`src/rtl/vcve2_pkg.sv`:
```
// Shared types for the vector register file arbiter: FSM states and requester ids.
package vcve2_pkg;

  typedef enum logic {
    ARB_IDLE = 1'b0,
    ARB_LOCK = 1'b1
  } vrf_arb_state_e;

  typedef enum logic {
    VRF_ARB_EXE = 1'b0,
    VRF_ARB_LSU = 1'b1
  } vrf_arb_id_e;

  // The round-robin pointer always hands priority to the requester that did not just finish.
  function automatic vrf_arb_id_e vrf_arb_other(input vrf_arb_id_e id);
    vrf_arb_other = (id == VRF_ARB_EXE) ? VRF_ARB_LSU : VRF_ARB_EXE;
  endfunction

endpackage

```
`src/rtl/vrf_arbiter.sv`:
```
// Round-robin arbiter in front of the single-port VRF RAM; locks ownership for
// multi-beat register-group bursts and flags bursts that exceed MaxBeats.
module vrf_arbiter
  import vcve2_pkg::*;
#(
  parameter int unsigned VLEN      = 128,
  parameter int unsigned AddrWidth = 5,
  parameter int unsigned MaxBeats  = 8
) (
  input  logic                 clk_i,
  input  logic                 rst_ni,
  input  logic                 exe_req_i,
  input  logic                 exe_we_i,
  input  logic [AddrWidth-1:0] exe_addr_i,
  input  logic [VLEN-1:0]      exe_wdata_i,
  input  logic                 exe_last_i,
  output logic                 exe_gnt_o,
  output logic                 exe_rvalid_o,
  output logic [VLEN-1:0]      exe_rdata_o,
  input  logic                 lsu_req_i,
  input  logic                 lsu_we_i,
  input  logic [AddrWidth-1:0] lsu_addr_i,
  input  logic [VLEN-1:0]      lsu_wdata_i,
  input  logic                 lsu_last_i,
  output logic                 lsu_gnt_o,
  output logic                 lsu_rvalid_o,
  output logic [VLEN-1:0]      lsu_rdata_o,
  output logic                 ram_req_o,
  output logic                 ram_we_o,
  output logic [AddrWidth-1:0] ram_addr_o,
  output logic [VLEN-1:0]      ram_wdata_o,
  input  logic [VLEN-1:0]      ram_rdata_i,
  output logic                 err_o
);

  localparam int unsigned CntW = $clog2(MaxBeats + 1);

  logic [1:0]           req_s;
  logic [1:0]           we_s;
  logic [1:0]           last_s;
  logic [AddrWidth-1:0] addr_s  [2];
  logic [VLEN-1:0]      wdata_s [2];
  logic [1:0]           gnt_s;
  logic [1:0]           rvalid_s;
  logic [VLEN-1:0]      rdata_s [2];
  logic                 acc_s;
  vrf_arb_id_e          win_s;
  logic [CntW-1:0]      cnt_inc_s;
  logic                 err_s;

  vrf_arb_state_e       state_q, state_d;
  vrf_arb_id_e          ptr_q, ptr_d;
  vrf_arb_id_e          owner_q, owner_d;
  logic [CntW-1:0]      beat_cnt_q, beat_cnt_d;
  logic                 rd_pend_q, rd_pend_d;
  vrf_arb_id_e          rd_owner_q, rd_owner_d;

  assign req_s      = {lsu_req_i, exe_req_i};
  assign we_s       = {lsu_we_i, exe_we_i};
  assign last_s     = {lsu_last_i, exe_last_i};
  assign addr_s[0]  = exe_addr_i;
  assign addr_s[1]  = lsu_addr_i;
  assign wdata_s[0] = exe_wdata_i;
  assign wdata_s[1] = lsu_wdata_i;

  // Grant selection; held off while reset is asserted so no beat leaks through.
  always_comb begin
    gnt_s = 2'b00;
    if (!rst_ni) begin
      gnt_s = 2'b00;
    end else begin
      case (state_q)
        ARB_IDLE: begin
          if (req_s == 2'b11) begin
            gnt_s[ptr_q] = 1'b1;
          end else begin
            gnt_s = req_s;
          end
        end
        ARB_LOCK: gnt_s[owner_q] = req_s[owner_q];
        default:  gnt_s = 2'b00;
      endcase
    end
  end

  assign acc_s     = |gnt_s;
  assign win_s     = gnt_s[1] ? VRF_ARB_LSU : VRF_ARB_EXE;
  // The opening beat of a burst counts as one; in LOCK the winner is always the owner.
  assign cnt_inc_s = (state_q == ARB_LOCK) ? (beat_cnt_q + {{(CntW-1){1'b0}}, 1'b1})
                                           : {{(CntW-1){1'b0}}, 1'b1};

  // Next-state: a last beat or a full burst releases, anything else (re)locks.
  always_comb begin
    state_d    = state_q;
    ptr_d      = ptr_q;
    owner_d    = owner_q;
    beat_cnt_d = beat_cnt_q;
    err_s      = 1'b0;
    if (acc_s) begin
      if (last_s[win_s]) begin
        state_d    = ARB_IDLE;
        ptr_d      = vrf_arb_other(win_s);
        beat_cnt_d = {CntW{1'b0}};
      end else if (cnt_inc_s == CntW'(MaxBeats)) begin
        state_d    = ARB_IDLE;
        ptr_d      = vrf_arb_other(win_s);
        beat_cnt_d = {CntW{1'b0}};
        err_s      = 1'b1;
      end else begin
        state_d    = ARB_LOCK;
        owner_d    = win_s;
        beat_cnt_d = cnt_inc_s;
      end
    end else begin
      state_d = state_q;
    end
  end

  // RAM port mux and read-response bookkeeping.
  always_comb begin
    ram_req_o   = acc_s;
    ram_we_o    = 1'b0;
    ram_addr_o  = {AddrWidth{1'b0}};
    ram_wdata_o = {VLEN{1'b0}};
    rd_pend_d   = 1'b0;
    rd_owner_d  = win_s;
    if (acc_s) begin
      ram_we_o    = we_s[win_s];
      ram_addr_o  = addr_s[win_s];
      ram_wdata_o = wdata_s[win_s];
      rd_pend_d   = ~we_s[win_s];
    end else begin
      ram_we_o  = 1'b0;
      rd_pend_d = 1'b0;
    end
  end

  assign err_o = err_s;

  // Arbitration and read-pending state.
  always_ff @(posedge clk_i or negedge rst_ni) begin
    if (!rst_ni) begin
      state_q    <= ARB_IDLE;
      ptr_q      <= VRF_ARB_EXE;
      owner_q    <= VRF_ARB_EXE;
      beat_cnt_q <= {CntW{1'b0}};
      rd_pend_q  <= 1'b0;
      rd_owner_q <= VRF_ARB_EXE;
    end else begin
      state_q    <= state_d;
      ptr_q      <= ptr_d;
      owner_q    <= owner_d;
      beat_cnt_q <= beat_cnt_d;
      rd_pend_q  <= rd_pend_d;
      rd_owner_q <= rd_owner_d;
    end
  end

  for (genvar g = 0; g < 2; g++) begin : g_resp
    localparam vrf_arb_id_e Id = vrf_arb_id_e'(g);
    assign rvalid_s[g] = rd_pend_q && (rd_owner_q == Id);
    assign rdata_s[g]  = rvalid_s[g] ? ram_rdata_i : {VLEN{1'b0}};
  end

  assign exe_gnt_o    = gnt_s[0];
  assign lsu_gnt_o    = gnt_s[1];
  assign exe_rvalid_o = rvalid_s[0];
  assign lsu_rvalid_o = rvalid_s[1];
  assign exe_rdata_o  = rdata_s[0];
  assign lsu_rdata_o  = rdata_s[1];

endmodule

```
`config.mk`:
```
export PLATFORM = sky130hd
export DESIGN_NAME = vrf_arbiter
export DESIGN_NICKNAME = d
export VERILOG_FILES = /design/src/rtl/vcve2_pkg.sv /design/src/rtl/vrf_arbiter.sv
export SDC_FILE = /design/constraint.sdc
export NUM_CORES = 1
export LEC_CHECK = 0
export CORE_AREA = 8 8 300 302
export CTS_BUF_LIST = sky130_fd_sc_hd__clkbuf_16
export DETAILED_ROUTE_END_ITERATION = 8
export DIE_AREA = 0 0 308 310
export PLACE_DENSITY_LB_ADDON = 0.08
export SLEW_MARGIN = 20
export SYNTH_ARGS = -nofsm -noshare
export SYNTH_HDL_FRONTEND = slang
export SYNTH_SLANG_ARGS = --single-unit
```
`constraint.sdc`:
```
create_clock -name clk_i -period 8 [get_ports clk_i]
set_input_delay 2.4 -clock clk_i [delete_from_list [all_inputs] [get_ports clk_i]]
set_output_delay 2.4 -clock clk_i [all_outputs]
set_load 0.005 [all_outputs]
```
Word-level counts from Yosys, hierarchy flattened

Cells that the tools add are included.

Register bits: 9
Input port bits: 402

Add/sub/neg operators: 1
Order comparisons: 6
Equality and inequality tests: 2
Mux-type cells: 37
Bitwise logic cells: 7
Reduce and logical (&&, ||, !) cells: 8

Operators with widths:

| kind                | count |
|---|---|
| $mux 128            | 6 |
| $mux 5              | 4 |
| $mux 1              | 19 |
| $mux 4              | 3 |
| $lt 1x2->1 const B  | 3 |
| $not 1->1           | 5 |
| $add 4x1->4 const B | 1 |
| $eq 4x4->1 const B  | 1 |
| $logic_and 1x1->1   | 4 |
| $mux 2              | 2 |
| $pmux 2 s2          | 1 |
| $reduce_and 3->1    | 1 |
| $and 2x2->2         | 1 |
| $demux 1 s1         | 2 |
| $eq 2x2->1 const B  | 1 |
| $ge 1x1->1 const B  | 2 |
| $ge 2x2->1 const B  | 1 |
| $not 1->2           | 1 |
| $reduce_and 2->1    | 1 |
| $reduce_bool 2->1   | 1 |
| $reduce_or 2->1     | 1 |

Logic depth before layout (Yosys ltp)

Word-level depth: 13
Mapped depth: 9
Gate-level depth less buffers: 5

Worst setup path after synthesis

Ideal clock, no wire load.

Path type: input-to-output
Start: input port exe_req_i
End: output port ram_wdata_o[100]
Data arrival time: 3.562 ns
Data required time: 5.600 ns
Path slack: 2.038 ns
Stages on the path: 7
Cells stage by stage: nor3b_1 -> or3_4 -> buf_6 -> buf_4 -> clkbuf_1 -> nand2_1 -> a21oi_1

Word-level cells in the longest chain between the ends: 11

Ends and longest elaborated chain:

| what                                         | RTL line           | RTL |
|---|---|---|
| start, declared                              | vrf_arbiter.sv:12  | `input logic exe_req_i,` |
| $mux 1 (not written as such) (2 in series)   | vrf_arbiter.sv:80  | `ARB_LOCK: gnt_s[owner_q] = req_s[owner_q];` |
| $and 2x2->2 (no source line)                 | -                  |  |
| $pmux 2 s2 *                                 | vrf_arbiter.sv:72  | `case (state_q)` |
| $mux 2 *                                     | vrf_arbiter.sv:69  | `if (!rst_ni) begin` |
| $mux 1                                       | vrf_arbiter.sv:87  | `assign win_s = gnt_s[1] ? VRF_ARB_LSU : VRF_ARB_EXE;` |
| $not 1->2 (not written as such)              | vrf_arbiter.sv:130 | `ram_wdata_o = wdata_s[win_s];` |
| $mux 128 (not written as such) (3 in series) | vrf_arbiter.sv:130 |  |
| $mux 128 *                                   | vrf_arbiter.sv:127 | `if (acc_s) begin` |
| end, declared                                | vrf_arbiter.sv:31  | `output logic [VLEN-1:0] ram_wdata_o,` |

Every way passes the cells marked *; elsewhere a longest branch is shown, timed or not. The select of a mux whose other input is x is not followed.

Worst setup path in the final report

Start: input port rst_ni
End: output port ram_wdata_o[96]

Word-level cells in the longest chain between the ends: 7

Ends and longest elaborated chain:

| what                                         | RTL line           | RTL |
|---|---|---|
| start, declared                              | vrf_arbiter.sv:11  | `input logic rst_ni,` |
| $mux 2 *                                     | vrf_arbiter.sv:69  |  |
| $mux 1                                       | vrf_arbiter.sv:87  |  |
| $not 1->2 (not written as such)              | vrf_arbiter.sv:130 |  |
| $mux 128 (not written as such) (3 in series) | vrf_arbiter.sv:130 |  |
| $mux 128 *                                   | vrf_arbiter.sv:127 |  |

Marks and branches as above.

==> results by group <==
Power
  – Maximum vdd drop: 0.05767 mV
  – Power per cell area: 78.19 mW/mm²
  – Tot Pwr: 1.057 mW
  – P_leak: 5.236 nW

Synthesis
  – Combinational family with the most area after synthesis: simple AND/OR/NAND/NOR gates
  – Synth area leaders: nand2_1 (24%), and2_1 (19%), and3_1 (19%), a21oi_1 (16%), dfrtp_1 (5.3%)
  – Seq cells post-synth: 9
  – Warnings from Yosys: 0
  – Leading area contributor after synthesis: nand2_1
  – Post-synthesis mux area share: 0.2358%
  – Post-Syn Area: 0.004244 mm²
  – Post-synthesis xor/xnor area fraction: 0.6191%
  – Netlist cell types: 36
  – Synth Area per Inst: 5.332 µm²
  – Gate count after technology mapping: 796
  – Syn_nets: 1,199
  – Synth Area in Adders: 0.2948%
  – Area share of and/or/nand/nor cells after synthesis: 64.18%
  – Post-synthesis compound-gate area fraction: 18.93%
  – Sequential area share after synthesis: 5.307%
  – Share of the synthesized area in the top cell type: 23.97%

Clock tree
  – # resized after CTS: 0
  – Clock Tree Root: clkbuf_16
  – CTS tree: built
  – H-tree depth: 1
  – Clk buf depth: 2
  – Post-CTS Setup Inserts: 0
  – Reg clk slew, reported paths: 40 ps
  – Cts hold-fix bufs: 0
  – Worst-skew pair later-pin latency: 230 ps
  – CTS Sinks: 9
  – CTS Buf Count: 3

GRT
  – Vias in the first global route: 8,926
  – Global Route Usage Sum: 12.72%
  – Final global-route overflow total: 0
  – First-pass GRT wire length: 84,130 µm
  – Antenna violations before repair: 33
  – Largest net degree at the start of global routing: 132

Placement
  – Hpwl dp: 57,640 µm
  – Port Buffers: 797
  – Placed instance count: 2,674
  – GPL Wtd Cong: 0.8875

Run status
  – Status: complete, no violations

Layout
  – P&R area growth vs syn: 218.6%
  – Layout cells sized above 1: 1.641%
  – Nets: 1,927
  – Non-Filler Instances: 2,685
  – Filler instances: 9,859

STA
  – Final Critical Period: 7521 ps
  – Slew @ Worst Pin: 958.9 ps
  – Hold Vio Cnt, Final: 0
  – # setup viols final: 0
  – Fmax: 133.0 MHz
  – Final slew viol count: 0
  – Worst slew margin: 36.07%
  – Setup TNS: 0 ps
  – Hold Slack: 516.2 ps
  – RSZ-0062 raised after global routing: false
  – Clock skew: 3.203 ps
  – Period utilization: 94.01%

Critical path
  – Worst r2r path cells: 6
  – Reg2reg setup slack: 5490 ps
  – Worst path required time: 5600 ps
  – Critical path type: in -> out
  – Crit path launch type: input port
  – Cell repeated most along the worst path: clkdlybuf4s50_1
  – Reg2reg start: state_q
  – CP arrival: 5120 ps
  – Worst Setup End Kind: output pin
  – Slowest stage cell, crit path: clkdlybuf4s50_1
  – Highest net fanout along the worst path: 61
  – CP cell instances: clkdlybuf4s50_1, buf_4, o21ai_0, or2_4, buf_12, a21oi_1, clkdlybuf4s50_1
  – Slowest stage delay, CP: 570 ps
  – Worst r2r dst: rd_pend_q

Detailed routing
  – Vias post-DR: 8,541
  – First-pass DRT Iterations: 5
  – Via/cell ratio: 3.181
  – Number of DRC markers in iteration 0: 483
  – Post-route ant nets: 0
  – DR WL/cell: 24.55 µm
  – DRC: 0
  – WL final: 65,910 µm

Die
  – Full die area: 0.09548 mm²
  – Core footprint: 0.08567 mm²
  – Die Y: 310 µm
  – Initial Utilization: 4.954%
  – Die extent in x: 308 µm
  – Io pins: 798
  – Number of core rows: 108

Hold path
  – Hold Crit Depth: 1
  – Min-delay src: beat_cnt_q[1]
  – Min-Delay Path Class: reg -> reg
  – Hold endpoint: beat_cnt_q[1]

Flow run
  – Max_cap viols: 0
## critical path, delay by kind of cell
| family | cells | cell delay, ps |
|---|---|---|
| buffers and inverters | 4 | 1650 |
| and+or+nand+nor | 1 | 530 |
| AOI/OAI and AO/OA | 2 | 470 |
## Yosys cell counts
master,instances
nand2_1,271
a21oi_1,134
and2_1,130
and3_1,128
clkbuf_1,57
buf_2,20
buf_6,9
dfrtp_1,9
a32o_1,3
inv_1,3
a22o_1,2
nand3_1,2
nor2_1,2
nor2b_1,2
o21ai_0,2
xor2_1,2
a2111oi_4,1
a21o_1,1
a221o_1,1
buf_1,1
buf_4,1
clkinv_2,1
ha_1,1
mux2i_1,1
nand2b_1,1
nor2b_4,1
nor3_1,1
nor3b_1,1
nor4_1,1
o2111a_1,1
o211a_1,1
o221ai_1,1
or2_2,1
or3_1,1
or3_4,1
xnor2_1,1
## kinds of logic (layout without fill, tap and decap cells)
group | Yosys count | in the layout
adder cells (fa/ha/maj) | 1 | 1
AO/OA/AOI/OAI | 147 | 147
AND/OR/NAND/NOR | 543 | 543
other | 0 | 7
buffers and inverters | 92 | 819
flip-flops | 9 | 9
XOR/XNOR | 3 | 3
multiplexers | 1 | 1
## how the worst max path moves through the flow
stage	start	to	slack [ps]	cells past startpoint
after floorplan	exe_req_i	ram_wdata_o[100]	2040	7
after global placement	rst_ni	ram_wdata_o[96]	350	7
after detailed placement	rst_ni	ram_wdata_o[96]	340	7
after CTS	rst_ni	ram_wdata_o[96]	330	7
after global routing	rst_ni	ram_wdata_o[96]	260	7
final	rst_ni	ram_wdata_o[96]	480	7
## registers in the layout, indices dropped and copies added, names as in the netlist
signal      cells
beat_cnt_q      4
owner_q         1
ptr_q           1
rd_owner_q      1
rd_pend_q       1
state_q         1
## layer usage
metal	GRT usage [%]	wire, µm
met2	26.05	36470
met4	1.251	981
met3	5.387	6707
met5	0	54
met1	11.96	21690
## placed cells by master (no fill, tap or decap), types with 3 or more instances in the layout
master,instances
diode_2,7
and3_1,128
dfrtp_1,7
buf_12,5
buf_4,9
inv_1,4
and2_1,130
clkdlybuf4s50_1,797
nand2_1,271
a21oi_1,134
a32o_1,3
clkbuf_16,3
## final cells by class
type | instances | area (µm²) | share of cell area, %
multi-input cells | 695 | 3586 | 26.52
inverters | 4 | 17.52 | 0.1295
clock buffers | 3 | 75.07 | 0.5551
well taps | 1155 | 1445 | 10.69
diodes | 7 | 17.52 | 0.1295
flip-flops and latches | 9 | 232.7 | 1.721
clock inverters | 1 | 3.754 | 0.02776
repair buffers | 811 | 8145 | 60.23
## through the flow
step | area, µm² | utilization (%) | setup WS (ps)
floorplan | 4244 | - | 2038
global placement | 13430 | 15.67 | 352.4
detailed placement | 13430 | 15.67 | 336.1
CTS | 13510 | 15.76 | 328.0
global route | 13510 | 15.77 | 255.5
finish | 13520 | 15.78 | 479.2
## power by group
part | total [mW] | internal (mW) | switching, mW
registers | 0.0836 | 0.0550 | 0.0285
logic | 0.886 | 0.490 | 0.396
clock network | 0.0875 | 0.0654 | 0.0222
total | 1.06 | 0.611 | 0.446
Note: power is estimated with default switching activity, not from simulation.
